--- src/rtl/sync_fifo_ptr_sync.sv ---
// Multi-stage synchronizer for a Gray-coded CDC FIFO pointer, with registered
// binary decode, change pulse, sticky Gray-violation flag and flush indication.
module sync_fifo_ptr_sync #(
    parameter int WIDTH       = 4,
    parameter int STAGES      = 2,
    parameter bit GRAY_DECODE = 1
) (
    input  logic             clk,
    input  logic             rst_n,
    input  logic [WIDTH-1:0] ptr_gray_in,
    input  logic             err_clr,
    output logic [WIDTH-1:0] ptr_gray_out,
    output logic [WIDTH-1:0] ptr_bin_out,
    output logic             ptr_update,
    output logic             gray_err,
    output logic             sync_valid
);

    localparam int CNT_W = $clog2(STAGES + 2);
    localparam logic [CNT_W-1:0] CNT_LAST = CNT_W'(STAGES + 1);

    function automatic logic [WIDTH-1:0] g2b(input logic [WIDTH-1:0] g);
        logic [WIDTH-1:0] b;
        b[WIDTH-1] = g[WIDTH-1];
        for (int i = WIDTH - 2; i >= 0; i--) begin
            b[i] = b[i+1] ^ g[i];
        end
        return b;
    endfunction

    function automatic int unsigned popcount(input logic [WIDTH-1:0] v);
        int unsigned n;
        n = 0;
        for (int i = 0; i < WIDTH; i++) begin
            n = n + 32'(v[i]);
        end
        return n;
    endfunction

    logic [WIDTH-1:0] sync_stage [STAGES];
    logic [WIDTH-1:0] gray_q;
    logic [CNT_W-1:0] start_cnt;
    logic             changed;
    logic             violation;

    assign ptr_gray_out = sync_stage[STAGES-1];
    assign sync_valid   = (start_cnt == CNT_LAST);
    assign changed      = (ptr_gray_out != gray_q);
    assign violation    = (popcount(ptr_gray_out ^ gray_q) > 1);

    // Synchronizer chain: flop-to-flop only, nothing between stages.
    always_ff @(posedge clk or negedge rst_n) begin
        if (!rst_n) begin
            for (int i = 0; i < STAGES; i++) begin
                sync_stage[i] <= '0;
            end
        end else begin
            sync_stage[0] <= ptr_gray_in;
            for (int i = 1; i < STAGES; i++) begin
                sync_stage[i] <= sync_stage[i-1];
            end
        end
    end

    // Decode stage: previous sample plus registered binary (or raw Gray) pointer.
    always_ff @(posedge clk or negedge rst_n) begin
        if (!rst_n) begin
            gray_q      <= '0;
            ptr_bin_out <= '0;
        end else begin
            gray_q      <= ptr_gray_out;
            ptr_bin_out <= GRAY_DECODE ? g2b(ptr_gray_out) : ptr_gray_out;
        end
    end

    // Flush counter saturates once the chain and decode stage hold real samples.
    always_ff @(posedge clk or negedge rst_n) begin
        if (!rst_n) begin
            start_cnt <= '0;
        end else if (!sync_valid) begin
            start_cnt <= start_cnt + CNT_W'(1);
        end
    end

    // Set beats clear when a violation and err_clr land on the same edge.
    always_ff @(posedge clk or negedge rst_n) begin
        if (!rst_n) begin
            ptr_update <= 1'b0;
            gray_err   <= 1'b0;
        end else begin
            ptr_update <= changed && sync_valid;
            if (violation && sync_valid) begin
                gray_err <= 1'b1;
            end else if (err_clr) begin
                gray_err <= 1'b0;
            end
        end
    end

endmodule
--- config.mk ---
export PLATFORM = sky130hd
export DESIGN_NAME = sync_fifo_ptr_sync
export DESIGN_NICKNAME = d
export VERILOG_FILES = /design/src/rtl/sync_fifo_ptr_sync.sv
export SDC_FILE = /design/constraint.sdc
export NUM_CORES = 1
export LEC_CHECK = 0
export CAP_MARGIN = 30
export CORE_MARGIN = 8
export CORE_UTILIZATION = 35
export CTS_CLUSTER_SIZE = 28
export DETAILED_ROUTE_END_ITERATION = 6
export GPL_TIMING_DRIVEN = 0
export PLACE_DENSITY = 0.59
export SETUP_SLACK_MARGIN = 0.4
export SYNTH_ARGS = -nofsm -noshare
export SYNTH_HDL_FRONTEND = slang
export SYNTH_SLANG_ARGS = --single-unit
--- constraint.sdc ---
create_clock -name clk -period 2.6 [get_ports clk]
set_input_delay 0.52 -clock clk [delete_from_list [all_inputs] [get_ports clk]]
set_output_delay 0.52 -clock clk [all_outputs]
set_load 0.01 [all_outputs]
==> qor.csv, run 1 <==
metric,value,unit
max_stage_delay,0.57,ns
postCtsSetupBuffers,0,
holdCritPathClass,reg -> reg,
final_max_slew_viol_count,0,
finish.utilization,48.4,%
cap_violations,0,
finalSetupViolCount,0,
relSlewSlack,47.7,%
clock_path_buffers,2,
worstPathArrival,1.50,ns
final_cells,90,
cp_cell_sequence,ha_1 > clkdlybuf4s50_1,
synth_cells,42,
dieArea,3670,um^2
cts_tree,built,
seq_area_frac_synth,68.3,%
power.leakage,0.402,nW
grtUsageTotal,6.41,%
critPathLaunchType,register,
critPathCaptureType,primary output,
wirelength,934,um
cts_root_buffer,clkbuf_4,
grt_overflow,0,
cp_slowest_cell,clkdlybuf4s50_1,
pwr_density_cell,602,nW/um^2
h-tree-depth,1,
clock-sinks,19,
netSwitchingPower,131,uW
grt_pass1_wl,1660,um
dp_hpwl,725,um
drtIter0Drc,0,
routabilityCongestion,0.642,
busiest_layer,met2,
ant_nets,0,
cts.clk_slew.worst_paths,0.11,ns
layout.cells.most_common_list,"19 x dfrtp_1, 17 x clkdlybuf4s50_1, 6 x xnor2_1",
grt_max_degree,20,
layout-drive-gt1-share,17.5,%
numCtsBuffers,3,
antenna_found_initial,0,
die_height,60.6,um
area_growth_syn_to_layout,33.6,%
critPathRequiredTime,2.08,ns
finalPower,560,uW
fp.coreArea,1920,um^2
use_met1,7.57,%
final_common_cell,dfrtp_1,
status,"finished, final reports clean",
drc,0,
row_count,16,
timing.critical_path.buf_inv,1,
cts_resized,0,
grt_pass1_vias,373,
comb_power_share,15.8,%
crit_family,buffers and inverters,
ios,18,
p_int,429,uW
dr.pass1.iters,1,
switching_share,23.3,%
gr-usage-met3,5.08,%
fmax,0.495,GHz
p_clk_share,26.1,%
nNetsFinal,74,
ys_warn_count,0,
gr-usage-met2,8.14,%
postCtsHoldBufs,0,
insertion_delay,0.29,ns
wl_per_cell,10.4,um
initial_core_util,36.2,%
synth_area,696,um^2
io_buffers,17,
min_period,2.02,ns
syn-num-nets,52,
seqPwrFrac,58.1,%
dp_cells,86,
synth_seq_cells,19,
syn_area_per_cell,16.6,um^2
route.vias.total,342,
die_x,60.6,um
setup_tns,0,ns
critPathKind,reg -> out,
vias_per_cell,3.80,
crit_fanout,5,
hold_viol,0,
ir_drop,0.421,mV
rsz0062_at_grt,false,
worst_pin_slew,0.782,ns
finClkSkew,0.00511,ns
antennaDiodeCount,0,
post-route-period-util,77.7,%
ys_types,12,
[sequential cells by signal (all words and copies together) (netlist names)]
signal and flops:
gray_q 4, ptr_gray_out 4, sync_stage 4, ptr_bin_out 3, start_cnt 2, gray_err 1, ptr_update 1
[per-layer routing]
layer	vias to the layer above	share of wire (%)
met2	13	47
met1	157	41
li1	170	-
met5	-	0
met3	2	11
met4	0	1.2
[through the flow]
stage	setup WS, ns	hold slack (ns)	cell area [um^2]
2_1_floorplan	1.15	0.224	696
4_1_cts	0.549	0.360	930
6_report	0.579	0.358	930
3_5_place_dp	0.890	0.335	900
3_3_place_gp	0.895	0.332	900
5_1_grt	0.497	0.369	930
[cell type report]
| class | count | area, um^2 |
|---|---|---|
| well taps | 27 | 33.8 |
| inverters | 2 | 7.51 |
| multi-input cells | 16 | 175 |
| flip-flops and latches | 19 | 475 |
| plain buffers | 5 | 37.5 |
| clock inverters | 1 | 7.51 |
| repair buffers | 17 | 170 |
| fillers | 178 | 992 |
| clock buffers | 3 | 22.5 |
[cells by family after synthesis]
group / share of synthesized area (%)
XOR/XNOR: 13.1
AO/OA/AOI/OAI: 2.16
adder cells (fa/ha/maj): 6.47
buffers and inverters: 6.48
multiplexers: 1.62
flip-flops: 68.3
AND/OR/NAND/NOR: 1.80
[power groups by stage]
stage / Clock (mW) / Combinational (mW) / Sequential (mW)
CTS: 0.153 / 0.0913 / 0.326
global placement: 0 / 0.0895 / 0.331
finish: 0.146 / 0.0884 / 0.326
floorplan: 0 / 0.0350 / 0.337
global route: 0.169 / 0.0972 / 0.329
detailed placement: 0 / 0.0906 / 0.332
[synth_stat cells]
| library cell | n | area share, % |
|---|---|---|
| dfrtp_1 | 19 | 68 |
| xnor2_1 | 6 | 7.6 |
| buf_4 | 5 | 5.4 |
| ha_1 | 2 | 3.6 |
| inv_1 | 2 | 1.1 |
| nand2b_1 | 2 | 1.8 |
| a31oi_1 | 1 | 0.90 |
| fa_1 | 1 | 2.9 |
| mux2_2 | 1 | 1.6 |
| o221ai_1 | 1 | 1.3 |
| xnor2_2 | 1 | 2.3 |
| xnor3_1 | 1 | 3.2 |
[worst paths after layout]
| check | startpoint | to | slack [ns] | cells after the start |
|---|---|---|---|---|
| worst min register to register | sync_stage[6] | ptr_gray_out[2] | 0.36 | 0 |
| worst max register to register | ptr_gray_out[1] | gray_err | 1.02 | 4 |
| worst max-delay path | start_cnt[0] | sync_valid | 0.58 | 2 |
| max in group asynchronous | rst_n | gray_q[2] | 1.44 | 1 |
| worst min-delay path | sync_stage[6] | ptr_gray_out[2] | 0.36 | 0 |
| min in group asynchronous | rst_n | ptr_gray_out[2] | 0.67 | 1 |
(Power assumes the default switching activity.)
==> inputs of run 2 (changes only) <==
==> constraint.sdc (replaced) <==
create_clock -name clk -period 1.9 [get_ports clk]
set_input_delay 0.38 -clock clk [delete_from_list [all_inputs] [get_ports clk]]
set_output_delay 0.38 -clock clk [all_outputs]
set_load 0.01 [all_outputs]
==> run 2 against run 1 <==
Critical path depth grew 3; final cell count grew 8.9%; clock power grew 39%; sequential power grew 37%; register-to-register slack lost 0.62 ns; non-clock buffer count grew 8; sequential share of layout area shrank 5.0 points; core utilization grew 5.7 points; sequential cell count is the same; hold slack is essentially flat.
==> qor.csv, run 2 (synthesized netlist as in run 1, its figures left out) <==
metric,value,unit
fillers,171,
min_period,1.50,ns
cts.clk_slew.worst_paths,0.10,ns
worst_pin_slew,0.802,ns
initial_core_util,36.2,%
layout-drive-gt1-share,45.1,%
routabilityCongestion,0.642,
power.leakage,0.464,nW
relSlewSlack,46.4,%
rsz0062_at_grt,true,
die_height,60.6,um
cts_root_buffer,clkbuf_4,
area_growth_syn_to_layout,49.3,%
critPathRequiredTime,2.12,ns
antennaDiodeCount,0,
layout.cells.most_common_list,"16 x dfrtp_1, 10 x buf_4, 6 x clkdlybuf4s50_1",
cap_violations,0,
drtIter0Drc,0,
critPathKind,reg -> reg,
dr.pass1.iters,1,
route.vias.total,379,
wl_per_cell,10.7,um
final_max_slew_viol_count,0,
die_x,60.6,um
fmax,0.665,GHz
dp_hpwl,725,um
dieArea,3670,um^2
grt_overflow,0,
ios,18,
fp.coreArea,1920,um^2
hold_viol,0,
ant_nets,0,
grt_pass1_vias,404,
ir_drop,0.502,mV
io_buffers,17,
crit_family,flip-flops,
clock-sinks,19,
wirelength,1050,um
final_cells,98,
h-tree-depth,1,
cp_cell_sequence,buf_6 > xnor2_4 > fa_1 > nand2b_1 > o221ai_2,
grtUsageTotal,7.03,%
critPathLaunchType,register,
cp_slowest_cell,dfrtp_2,
status,"finished, final reports clean",
cts_tree,built,
max_stage_delay,0.43,ns
postCtsHoldBufs,0,
final_common_cell,dfrtp_1,
dp_cells,86,
drc,0,
insertion_delay,0.30,ns
critPathCaptureType,register,
finClkSkew,0.00204,ns
post-route-period-util,79.1,%
finalPower,792,uW
antenna_found_initial,0,
holdCritPathClass,reg -> reg,
setup_tns,0,ns
timing.critical_path.buf_inv,1,
nNetsFinal,82,
grt_max_degree,20,
vias_per_cell,3.87,
row_count,16,
crit_fanout,2,
worstPathArrival,1.73,ns
numCtsBuffers,3,
finalSetupViolCount,0,
grt_pass1_wl,1790,um
pwr_density_cell,762,nW/um^2
clock_path_buffers,2,
run 2: cell types whose count changed in the layout (fill, tap and decap cells not counted), moves of 3 or more:
cell             previous run  this run
clkbuf_2                    0         5
buf_6                       0         3
dfrtp_1                    19        16
dlygate4sd2_1               0         5
dfrtp_2                     0         3
clkdlybuf4s50_1            17         6
xnor2_1                     6         3
buf_4                       5        10
xnor2_4                     0         3
run 2: where the power goes:
part | leakage, nW | total (mW) | switching, mW | internal, mW
clock network | 0.0139 | 0.203 | 0.123 | 0.0802
registers | 0.209 | 0.445 | 0.0127 | 0.432
logic | 0.242 | 0.144 | 0.0581 | 0.0860
total | 0.464 | 0.792 | 0.193 | 0.598
run 2: layout make-up:
cell class	instances	area, um^2	share of cell area (%)
buffer	5	37.5	3.61
clock buffer	3	22.5	2.17
clock inverter	1	7.51	0.723
inverter	2	7.51	0.723
multi-input combinational	16	240	23.1
sequential	19	479	46.1
tap	27	33.8	3.25
timing repair buffer	25	210	20.2
run 2: worst paths after layout:
check,from,end,slack [ns],cells past startpoint
worst max-delay path,ptr_gray_out[3],gray_err,0.40,5
worst min-delay path,sync_stage[6],ptr_gray_out[2],0.36,0
worst max register to register,ptr_gray_out[3],gray_err,0.40,5
worst min register to register,sync_stage[6],ptr_gray_out[2],0.36,0
max in group asynchronous,rst_n,ptr_gray_out[3],0.82,1
min in group asynchronous,rst_n,ptr_bin_out[1],0.54,1
run 2: through the flow:
stage	utilization, %	hold WS (ns)	worst slack, ns	instance area (um^2)
global placement	46.8	0.332	0.335	900
global route	54.0	0.369	0.313	1040
finish	54.0	0.357	0.396	1040
floorplan	-	0.0844	0.447	696
CTS	53.8	0.360	0.287	1030
detailed placement	46.8	0.335	0.330	900
run 2: routing by layer:
metal	track usage, %	part of all wire [%]
met1	7.86	40
met2	9.50	47
met3	5.08	9.9
met4	3.99	2.4
met5	0	0
run 2: what timing repair did:
| item | 4_1_cts | 5_1_grt |
|---|---|---|
| buffers inserted | 6 | 2 |
| gates resized for setup | 25 | 11 |
| pin swaps | 4 | 1 |
| endpoints found under the setup margin | 12 | 6 |
run 2: worst reg2reg max path: cells and delay by family, from the launching register on:
family / cells / cell delay [ns]
flops: 1 / 0.43
xor+xnor: 1 / 0.18
simple gates: 1 / 0.16
buf+inv: 1 / 0.13
fa+ha+maj: 1 / 0.43
compound gates: 1 / 0.11
